`src/rtl/mic1_pkg.sv`:
```
// Shared definitions for the MIC-1 memory-interface controller.
package mic1_pkg;

    // Per-channel request state.
    typedef enum logic {
        CH_IDLE = 1'b0,
        CH_BUSY = 1'b1
    } chan_state_t;

    // Default widths and timeout.
    localparam int DEF_DATA_W  = 32;
    localparam int DEF_BYTE_W  = 8;
    localparam int DEF_TIMEOUT = 15;
    localparam int DEF_TO_W    = 4;

    // Memory-control bit positions inside the 36-bit MIR (B field is [3:0]).
    localparam int MIR_FETCH_BIT = 4;
    localparam int MIR_RD_BIT    = 5;
    localparam int MIR_WR_BIT    = 6;

endpackage

```
`src/rtl/mic1_mem_chan.sv`:
```
// One memory channel: IDLE/BUSY FSM, registered request, timeout counter
// and a registered load pulse carrying the returned data.
module mic1_mem_chan
    import mic1_pkg::*;
#(
    parameter int ADDR_W   = 30,
    parameter int RDATA_W  = 32,
    parameter int WRITE_EN = 1,
    parameter int TIMEOUT  = DEF_TIMEOUT,
    parameter int TO_W     = DEF_TO_W
) (
    input  logic               clock,
    input  logic               reset,
    input  logic               issue,
    input  logic               issue_we,
    input  logic [ADDR_W-1:0]  issue_addr,
    input  logic               ack,
    input  logic [RDATA_W-1:0] rdata,
    output logic               req,
    output logic               we,
    output logic [ADDR_W-1:0]  addr,
    output logic               load,
    output logic [RDATA_W-1:0] load_data,
    output logic               busy,
    output logic               timeout
);

    localparam logic [TO_W-1:0] TO_LAST = TO_W'(TIMEOUT - 1);

    chan_state_t        state_reg, state_next;
    logic               req_reg, we_reg, load_reg;
    logic [ADDR_W-1:0]  addr_reg;
    logic [RDATA_W-1:0] load_data_reg;
    logic [TO_W-1:0]    cnt_reg;
    logic               ack_seen, expire;

    // Ack only counts while the request is actually on the port.
    assign ack_seen = (state_reg == CH_BUSY) & req_reg & ack;
    assign expire   = (state_reg == CH_BUSY) & req_reg & ~ack & (cnt_reg == TO_LAST);

    // State register.
    always_ff @(posedge clock) begin
        if (!reset) state_reg <= CH_IDLE;
        else        state_reg <= state_next;
    end

    // Next state: leave BUSY on ack or on timeout abort.
    always_comb begin
        state_next = state_reg;
        case (state_reg)
            CH_IDLE: if (issue) state_next = CH_BUSY;
            CH_BUSY: if (ack_seen || expire) state_next = CH_IDLE;
            default: state_next = CH_IDLE;
        endcase
    end

    // Request registers, timeout counter and load pulse.
    always_ff @(posedge clock) begin
        if (!reset) begin
            req_reg       <= 1'b0;
            we_reg        <= 1'b0;
            addr_reg      <= '0;
            cnt_reg       <= '0;
            load_reg      <= 1'b0;
            load_data_reg <= '0;
        end else begin
            load_reg <= 1'b0;
            if (state_reg == CH_IDLE && issue) begin
                req_reg  <= 1'b1;
                we_reg   <= issue_we & (WRITE_EN != 0);
                addr_reg <= issue_addr;
                cnt_reg  <= '0;
            end else if (ack_seen) begin
                req_reg  <= 1'b0;
                load_reg <= ~we_reg;
                if (!we_reg) load_data_reg <= rdata;
            end else if (expire) begin
                // Aborted reads still pulse (with zero) so dependent stalls release.
                req_reg  <= 1'b0;
                load_reg <= ~we_reg;
                if (!we_reg) load_data_reg <= '0;
            end else if (state_reg == CH_BUSY) begin
                cnt_reg <= cnt_reg + TO_W'(1);
            end
        end
    end

    assign req       = req_reg;
    assign we        = we_reg;
    assign addr      = addr_reg;
    assign load      = load_reg;
    assign load_data = load_data_reg;
    assign busy      = (state_reg == CH_BUSY);
    assign timeout   = expire;

endmodule

```
`src/rtl/mic1_mem_ctrl.sv`:
```
// MIC-1 memory controller: data and fetch channels, microsequencer stall,
// write-data snapshot and sticky error flags.
module mic1_mem_ctrl
    import mic1_pkg::*;
#(
    parameter int DATA_W  = DEF_DATA_W,
    parameter int BYTE_W  = DEF_BYTE_W,
    parameter int TIMEOUT = DEF_TIMEOUT,
    parameter int TO_W    = DEF_TO_W
) (
    input  logic              clock,
    input  logic              reset,
    input  logic              mir_rd,
    input  logic              mir_wr,
    input  logic              mir_fetch,
    input  logic              use_mdr,
    input  logic              use_mbr,
    input  logic [DATA_W-1:0] mar,
    input  logic [DATA_W-1:0] mdr,
    input  logic [DATA_W-1:0] pc,
    output logic              stall,
    output logic              mdr_load,
    output logic [DATA_W-1:0] mdr_data,
    output logic              mbr_load,
    output logic [BYTE_W-1:0] mbr_data,
    output logic              dmem_req,
    output logic              dmem_we,
    output logic [DATA_W-3:0] dmem_addr,
    output logic [DATA_W-1:0] dmem_wdata,
    input  logic              dmem_ack,
    input  logic [DATA_W-1:0] dmem_rdata,
    output logic              imem_req,
    output logic [DATA_W-1:0] imem_addr,
    input  logic              imem_ack,
    input  logic [BYTE_W-1:0] imem_rdata,
    output logic              err_timeout,
    output logic              err_rdwr
);

    logic              d_busy, d_we, d_to, d_issue;
    logic              f_busy, f_we, f_to, f_issue;
    logic              stall_c;
    logic [DATA_W-1:0] wdata_reg;
    logic              err_timeout_reg, err_rdwr_reg;

    // A pending read blocks its consumer until the load pulse; a new request
    // on a busy channel waits for it to go idle.
    assign stall_c = (use_mdr & d_busy & ~d_we)
                   | (use_mbr & f_busy & ~f_we)
                   | ((mir_rd | mir_wr) & d_busy)
                   | (mir_fetch & f_busy);

    assign d_issue = (mir_rd | mir_wr) & ~stall_c & ~d_busy;
    assign f_issue = mir_fetch & ~stall_c & ~f_busy;

    mic1_mem_chan #(
        .ADDR_W(DATA_W - 2), .RDATA_W(DATA_W), .WRITE_EN(1),
        .TIMEOUT(TIMEOUT), .TO_W(TO_W)
    ) u_dchan (
        .clock(clock), .reset(reset),
        .issue(d_issue), .issue_we(mir_wr), .issue_addr(mar[DATA_W-1:2]),
        .ack(dmem_ack), .rdata(dmem_rdata),
        .req(dmem_req), .we(d_we), .addr(dmem_addr),
        .load(mdr_load), .load_data(mdr_data),
        .busy(d_busy), .timeout(d_to)
    );

    mic1_mem_chan #(
        .ADDR_W(DATA_W), .RDATA_W(BYTE_W), .WRITE_EN(0),
        .TIMEOUT(TIMEOUT), .TO_W(TO_W)
    ) u_fchan (
        .clock(clock), .reset(reset),
        .issue(f_issue), .issue_we(1'b0), .issue_addr(pc),
        .ack(imem_ack), .rdata(imem_rdata),
        .req(imem_req), .we(f_we), .addr(imem_addr),
        .load(mbr_load), .load_data(mbr_data),
        .busy(f_busy), .timeout(f_to)
    );

    // Snapshot MDR at issue so later MDR writes cannot disturb the transfer.
    always_ff @(posedge clock) begin
        if (!reset)       wdata_reg <= '0;
        else if (d_issue) wdata_reg <= mdr;
    end

    // Sticky error flags, cleared only by reset.
    always_ff @(posedge clock) begin
        if (!reset) begin
            err_timeout_reg <= 1'b0;
            err_rdwr_reg    <= 1'b0;
        end else begin
            err_timeout_reg <= err_timeout_reg | d_to | f_to;
            err_rdwr_reg    <= err_rdwr_reg | (mir_rd & mir_wr);
        end
    end

    assign stall       = stall_c;
    assign dmem_we     = d_we;
    assign dmem_wdata  = wdata_reg;
    assign err_timeout = err_timeout_reg;
    assign err_rdwr    = err_rdwr_reg;

endmodule

```
`config.mk`:
```
export PLATFORM = sky130hd
export DESIGN_NAME = mic1_mem_ctrl
export DESIGN_NICKNAME = d
export VERILOG_FILES = /design/src/rtl/mic1_pkg.sv /design/src/rtl/mic1_mem_chan.sv /design/src/rtl/mic1_mem_ctrl.sv
export SDC_FILE = /design/constraint.sdc
export NUM_CORES = 1
export LEC_CHECK = 0
export CORE_MARGIN = 2
export CORE_UTILIZATION = 39
export CTS_CLUSTER_DIAMETER = 200
export DETAILED_ROUTE_END_ITERATION = 8
export PLACE_DENSITY = 0.8
export REMOVE_ABC_BUFFERS = 1
export SYNTH_ARGS = -nofsm -noshare
export SYNTH_HDL_FRONTEND = slang
export SYNTH_SLANG_ARGS = --single-unit
export TNS_END_PERCENT = 30
```
`constraint.sdc`:
```
create_clock -name clock -period 2.5 [get_ports clock]
set_clock_uncertainty 0.2 [all_clocks]
set_input_delay 0.5 -clock clock [delete_from_list [all_inputs] [get_ports clock]]
set_output_delay 0.5 -clock clock [all_outputs]
set_load 0.02 [all_outputs]
```
# [Yosys cells after proc, flatten, opt, wreduce, memory -nomap -nowiden]
# Cells that the tools add are included.
[classes] n_reduce_logical=14 addsub=2 n_bitwise=38 n_mux=22 n_eq_ne=2
[ops] operator="$mux 32" count=4
[ops] operator="$and 1x1->1" count=18
[ops] operator="$mux 8" count=2
[ops] operator="$mux 1" count=14
[ops] operator="$not 1->1" count=13
[ops] operator="$reduce_and 3->1" count=3
[ops] operator="$add 4x1->4 const B" count=2
[ops] operator="$eq 4x4->1 const B" count=2
[ops] operator="$or 1x1->1" count=7
[ops] operator="$reduce_bool 3->1" count=2
[ops] operator="$pmux 1 s2" count=2
[ops] operator="$reduce_bool 2->1" count=2
[ops] operator="$reduce_or 2->1" count=2
[ops] operator="$logic_and 1x1->1" count=2
[ops] operator="$logic_or 1x1->1" count=2
[ops] operator="$reduce_and 2->1" count=1
[totals] wordCells=94 register_bits=151 input_bits=145

# [Logic depth before layout (Yosys ltp)]
[depth] depth_word=11 mapped_depth=7 depth_no_buf=6

# [Modules after synthesis]
# From an unflattened synthesis, not the netlist that was laid out.
[unflattened] hier_cells=676 hier_area_um2=5825.6
[modules_own_cells] mod="mic1_mem_chan at u_dchan" n_inst=1 area_per_inst_um2=2585.0 seq_area_each_um2=1401.3 cells_per_inst=319
[modules_own_cells] mod="mic1_mem_chan at u_fchan" n_inst=1 area_per_inst_um2=1828.0 seq_area_each_um2=940.9 cells_per_inst=204
[modules_own_cells] mod="mic1_mem_ctrl" n_inst=1 area_per_inst_um2=1412.6 seq_area_each_um2=680.7 cells_per_inst=153

# [Worst setup path before layout]
# No wires, ideal clock.
[synth_timing] path_type="reg-to-reg" start="register u_fchan.cnt_reg[0]" end="register u_fchan.cnt_reg[1]" stages_incl_launch_ff=7 setup_ps=103 t_required_ps=2197 path_slack_ps=683 arrival_ps=1514 period_less_slack_ps=1817 path_cell_list="dfxtp_1 > inv_1 > ha_1 > a31o_2 > a21boi_1 > nor2_1 > a2111oi_2"
[synth_between] elab_chain_len=4 word_cells_on_any_way=5 classes_between="add/sub: 1; eq/ne: 1; bitwise: 2; reduce/logical: 1"
[synth_lines] element="from (decl)" line="mic1_mem_chan.sv:34" text="logic [TO_W-1:0] cnt_reg;"
[synth_lines] element="from (signal assigned)" line="mic1_mem_chan.sv:83" text="cnt_reg <= cnt_reg + TO_W'(1);"
[synth_lines] element="$eq 4x4->1" line="mic1_mem_chan.sv:39" text="assign expire = (state_reg == CH_BUSY) & req_reg & ~ack & (cnt_reg == TO_LAST);"
[synth_lines] element="$and 1x1->1" line="mic1_mem_chan.sv:39"
[synth_lines] element="$not 1->1 (no source line)"
[synth_lines] element="$reduce_and 3->1 (no source line)"
# Several ways; a longest one is shown, not always the timed one.
# A chain may end at the register's enable or synchronous reset.

# [Worst setup path after layout]
[layout_timing] start="input use_mdr" end="output stall"
[layout_between] elab_chain_len=5
[layout_lines] element="from (decl)" line="mic1_mem_ctrl.sv:16" text="input logic use_mdr,"
[layout_lines] element="$and 1x1->1 (2 in series)" line="mic1_mem_ctrl.sv:48" text="assign stall_c = (use_mdr & d_busy & ~d_we)"
[layout_lines] element="$or 1x1->1" line="mic1_mem_ctrl.sv:49" text="| (use_mbr & f_busy & ~f_we)"
[layout_lines] element="$or 1x1->1" line="mic1_mem_ctrl.sv:50" text="| ((mir_rd | mir_wr) & d_busy)"
[layout_lines] element="$or 1x1->1" line="mic1_mem_ctrl.sv:51" text="| (mir_fetch & f_busy);"
[layout_lines] element="to (decl)" line="mic1_mem_ctrl.sv:21" text="output logic stall,"
# Every way passes these cells.

==> impl_summary.txt <==
----------------------------------------------------
[Routing]
  Total number of vias ... 5043
  Total DRC errors in the routed layout ... 0
  Length of the first detailed-routing pass in iterations ... 4
  Final antenna-violating net count ... 0
  First DRT Iteration DRCs ... about 280
  Detail-routed net length per standard cell ... 14.7 microns
  Routed Wire Length ... 15.5 mm
  Average vias per placed instance ... 4.79

[STA]
  Worst-margin pin slew ... ~600 ps
  Final period util ... a little over nine tenths
  Fin. Hold Viols ... 0
  Total count of max-transition violations in the final report ... 0
  Total Negative Setup Slacks ... 0 ps
  Setup violation total in the final timing report ... 0
  Achievable Freq ... 427 MHz
  Max-slew headroom at the worst pin ... between 60% and 70%
  Unrepaired setup endpoints after global routing ... false
  Minimum clock period ... 2340 ps

[Placement]
  Final HPWL from detailed placement ... 11.0 mm
  Weighted congestion reported at the end of routability-driven placement ... 0.780
  Count of buffers from port buffering ... 284

[Layout]
  Most frequent cells in the layout ... sky130_fd_sc_hd__clkdlybuf4s50_1 (282), sky130_fd_sc_hd__nand2_1 (196), sky130_fd_sc_hd__dfxtp_1 (151)
  Layout net count ... 1013
  Final Util ... 67.2%
  Leading cell type in the layout, fill and taps excluded ... sky130_fd_sc_hd__clkdlybuf4s50_1
  Antenna diode count ... 0
  Share of post-route cells with drive strength above 1 ... 6.39%
  Area overhead of the layout relative to synthesis ... 66.7%
  Layout fillers ... 1058

[Floorplan]
  Die Width ... between 100 and 150 microns
  Die outline area ... 14800 sq um
  Top Ports ... 287
  Initial Utilization ... 40.3%
  Row count ... 42
  Floorplan die height ... between 100 and 150 microns
  Core outline area ... approximately 13000 sq um

[Power and ir drop]
  PwrDens ... 701 nW/um^2
  Leakage ... about 3.4 nW
  Final Power ... 0.00629 W
  Max IR drop VDD ... 395 uV

[Clocking]
  CTS buffer count ... 17
  Number of buffers on the longest clock path ... 2
  CTS Hold Buffers Added ... 0
  TritonCTS clock tree ... yes
  Root Buffer ... sky130_fd_sc_hd__clkbuf_16
  H-tree Lvls ... 4
  Clock-pin transition on the worst setup and hold timing paths ... 60 ps
  Worst skew pair latency ... 410 ps
  Clock Sinks ... 151

[Global routing]
  Overflow left after global routing ... 0
  Wire length of the first global-routing pass ... 24.2 mm
  Global-route total usage across every layer ... between 20% and 30%
  Via count of the first global-routing pass ... 4884
  Maximum number of pins on one net before global-route repair ... 68
  Antenna violations before repair ... 0

[Logic synthesis]
  Share of synthesized registers carrying an async set or reset ... 0%
  Count of flip-flops with a built-in enable after synthesis ... 0
  Sequential-to-total area share from yosys stat ... a little under three fifths
  Top_reg_cell synth ... sky130_fd_sc_hd__dfxtp_1
  Gate Count Post-Synth ... 588
  Average cell area after synthesis ... 9.15 sq um
  Number of warnings reported in the yosys synthesis log ... 0
  Netlist Area Pre-Place ... 5380 sq um
  Count of state elements after synthesis ... 151
  Count of unique library cells instantiated by Yosys ... 32

[Outcome]
  Result of the run ... completed

[Run]
  Number of maximum-capacitance violations ... 0

[Setup path]
  Worst-path fanout max ... 2
  Kind of capture point of the worst setup path ... primary output
  Critical path start-end classification ... in -> out
  Endpoint arrival time on the critical path ... 1640 ps
  CP Data Required Time ... 1800 ps
  Critical path launch point type ... input pin

[Hold path]
  Type of the tightest min-delay check ... reg -> reg

----------------------------------------------------
-- final timing paths --
check                           from  slack [ps]            endpoint  cells past startpoint
setup / recovery             use_mdr         160               stall                      5
hold / removal      u_dchan.addr[27]         250    u_dchan.addr[27]                      2
setup reg to reg  u_fchan.cnt_reg[0]         500  u_fchan.cnt_reg[1]                      6
hold reg to reg     u_dchan.addr[27]         250    u_dchan.addr[27]                      2
-- synth_stat cells, types with 4 or more instances --
cell type	number	area share (%)
sky130_fd_sc_hd__nor2_1	12	0.84
sky130_fd_sc_hd__clkbuf_1	17	1.2
sky130_fd_sc_hd__inv_1	5	0.35
sky130_fd_sc_hd__ha_1	4	0.93
sky130_fd_sc_hd__nand2_1	196	14
sky130_fd_sc_hd__a21oi_1	68	6.3
sky130_fd_sc_hd__buf_2	21	2.0
sky130_fd_sc_hd__xnor2_1	6	0.98
sky130_fd_sc_hd__dfxtp_1	151	56
sky130_fd_sc_hd__mux2i_1	32	6.0
sky130_fd_sc_hd__nor3_1	8	0.74
sky130_fd_sc_hd__a22o_1	40	6.5
-- worst max-delay path, cell delays in order --
cell,delay [ps]
sky130_fd_sc_hd__clkdlybuf4s50_1,400
sky130_fd_sc_hd__nor2b_1,140
sky130_fd_sc_hd__o31ai_2,210
sky130_fd_sc_hd__nand2_1,70
sky130_fd_sc_hd__dlygate4sd2_1,330
-- metrics by stage --
| step | setup slack (ps) | std cells | hold slack [ps] | cell area (sq um) |
|---|---|---|---|---|
| after floorplan | -1970 | 546 | 307 | 5170 |
| after global placement | -53.7 | 1021 | 241 | 8420 |
| after detailed placement | -64.3 | 1021 | 246 | 8420 |
| after CTS | 154 | 1053 | 254 | 8970 |
| after global routing | 93.2 | 1053 | 267 | 8970 |
| final | 156 | 1053 | 250 | 8970 |
-- power breakdown --
group	leakage [nW]	switching, W	internal [W]
combinational	1.93	0.000618	0.000639
sequential	1.23	0.0000920	0.00257
clock	0.248	0.000974	0.00139
total	3.41	0.00168	0.00461
-- timing repair --
item / CTS / global route
gates resized for setup: 1 / 0
buffers inserted: 0 / 0
setup endpoints to repair: 1 / 0
-- routing by layer --
metal  up-vias  GRT usage, %  share of wire [%]
met3        23          7.47                8.4
met1      2313          23.4                 40
met4         0          8.62                2.0
li1       2519             -                  -
met5         -             0                  0
met2       188          36.0                 50
-- logic make-up (layout without fill, tap and decap cells) --
kind of cell,count (synthesis),in the layout,share of synthesized area (%)
XOR/XNOR,6,6,0.976
buffers and inverters,47,336,4.32
AO/OA/AOI/OAI,121,121,15.0
multiplexers,32,32,5.95
flip-flops,151,151,56.2
adder cells (fa/ha/maj),4,4,0.930
AND/OR/NAND/NOR,227,227,16.7
-- final cells by class --
type	instances	area, sq um	share of cell area (%)
Sequential cell	151	3020	33.7
Clock buffer	21	450	5.02
Clock inverter	11	101	1.13
Tap cell	176	220	2.45
Inverter	5	18.8	0.209
Timing Repair Buffer	299	3010	33.6
Multi-Input combinational cell	390	2150	23.9
Note: power is estimated with default switching activity, not from simulation.
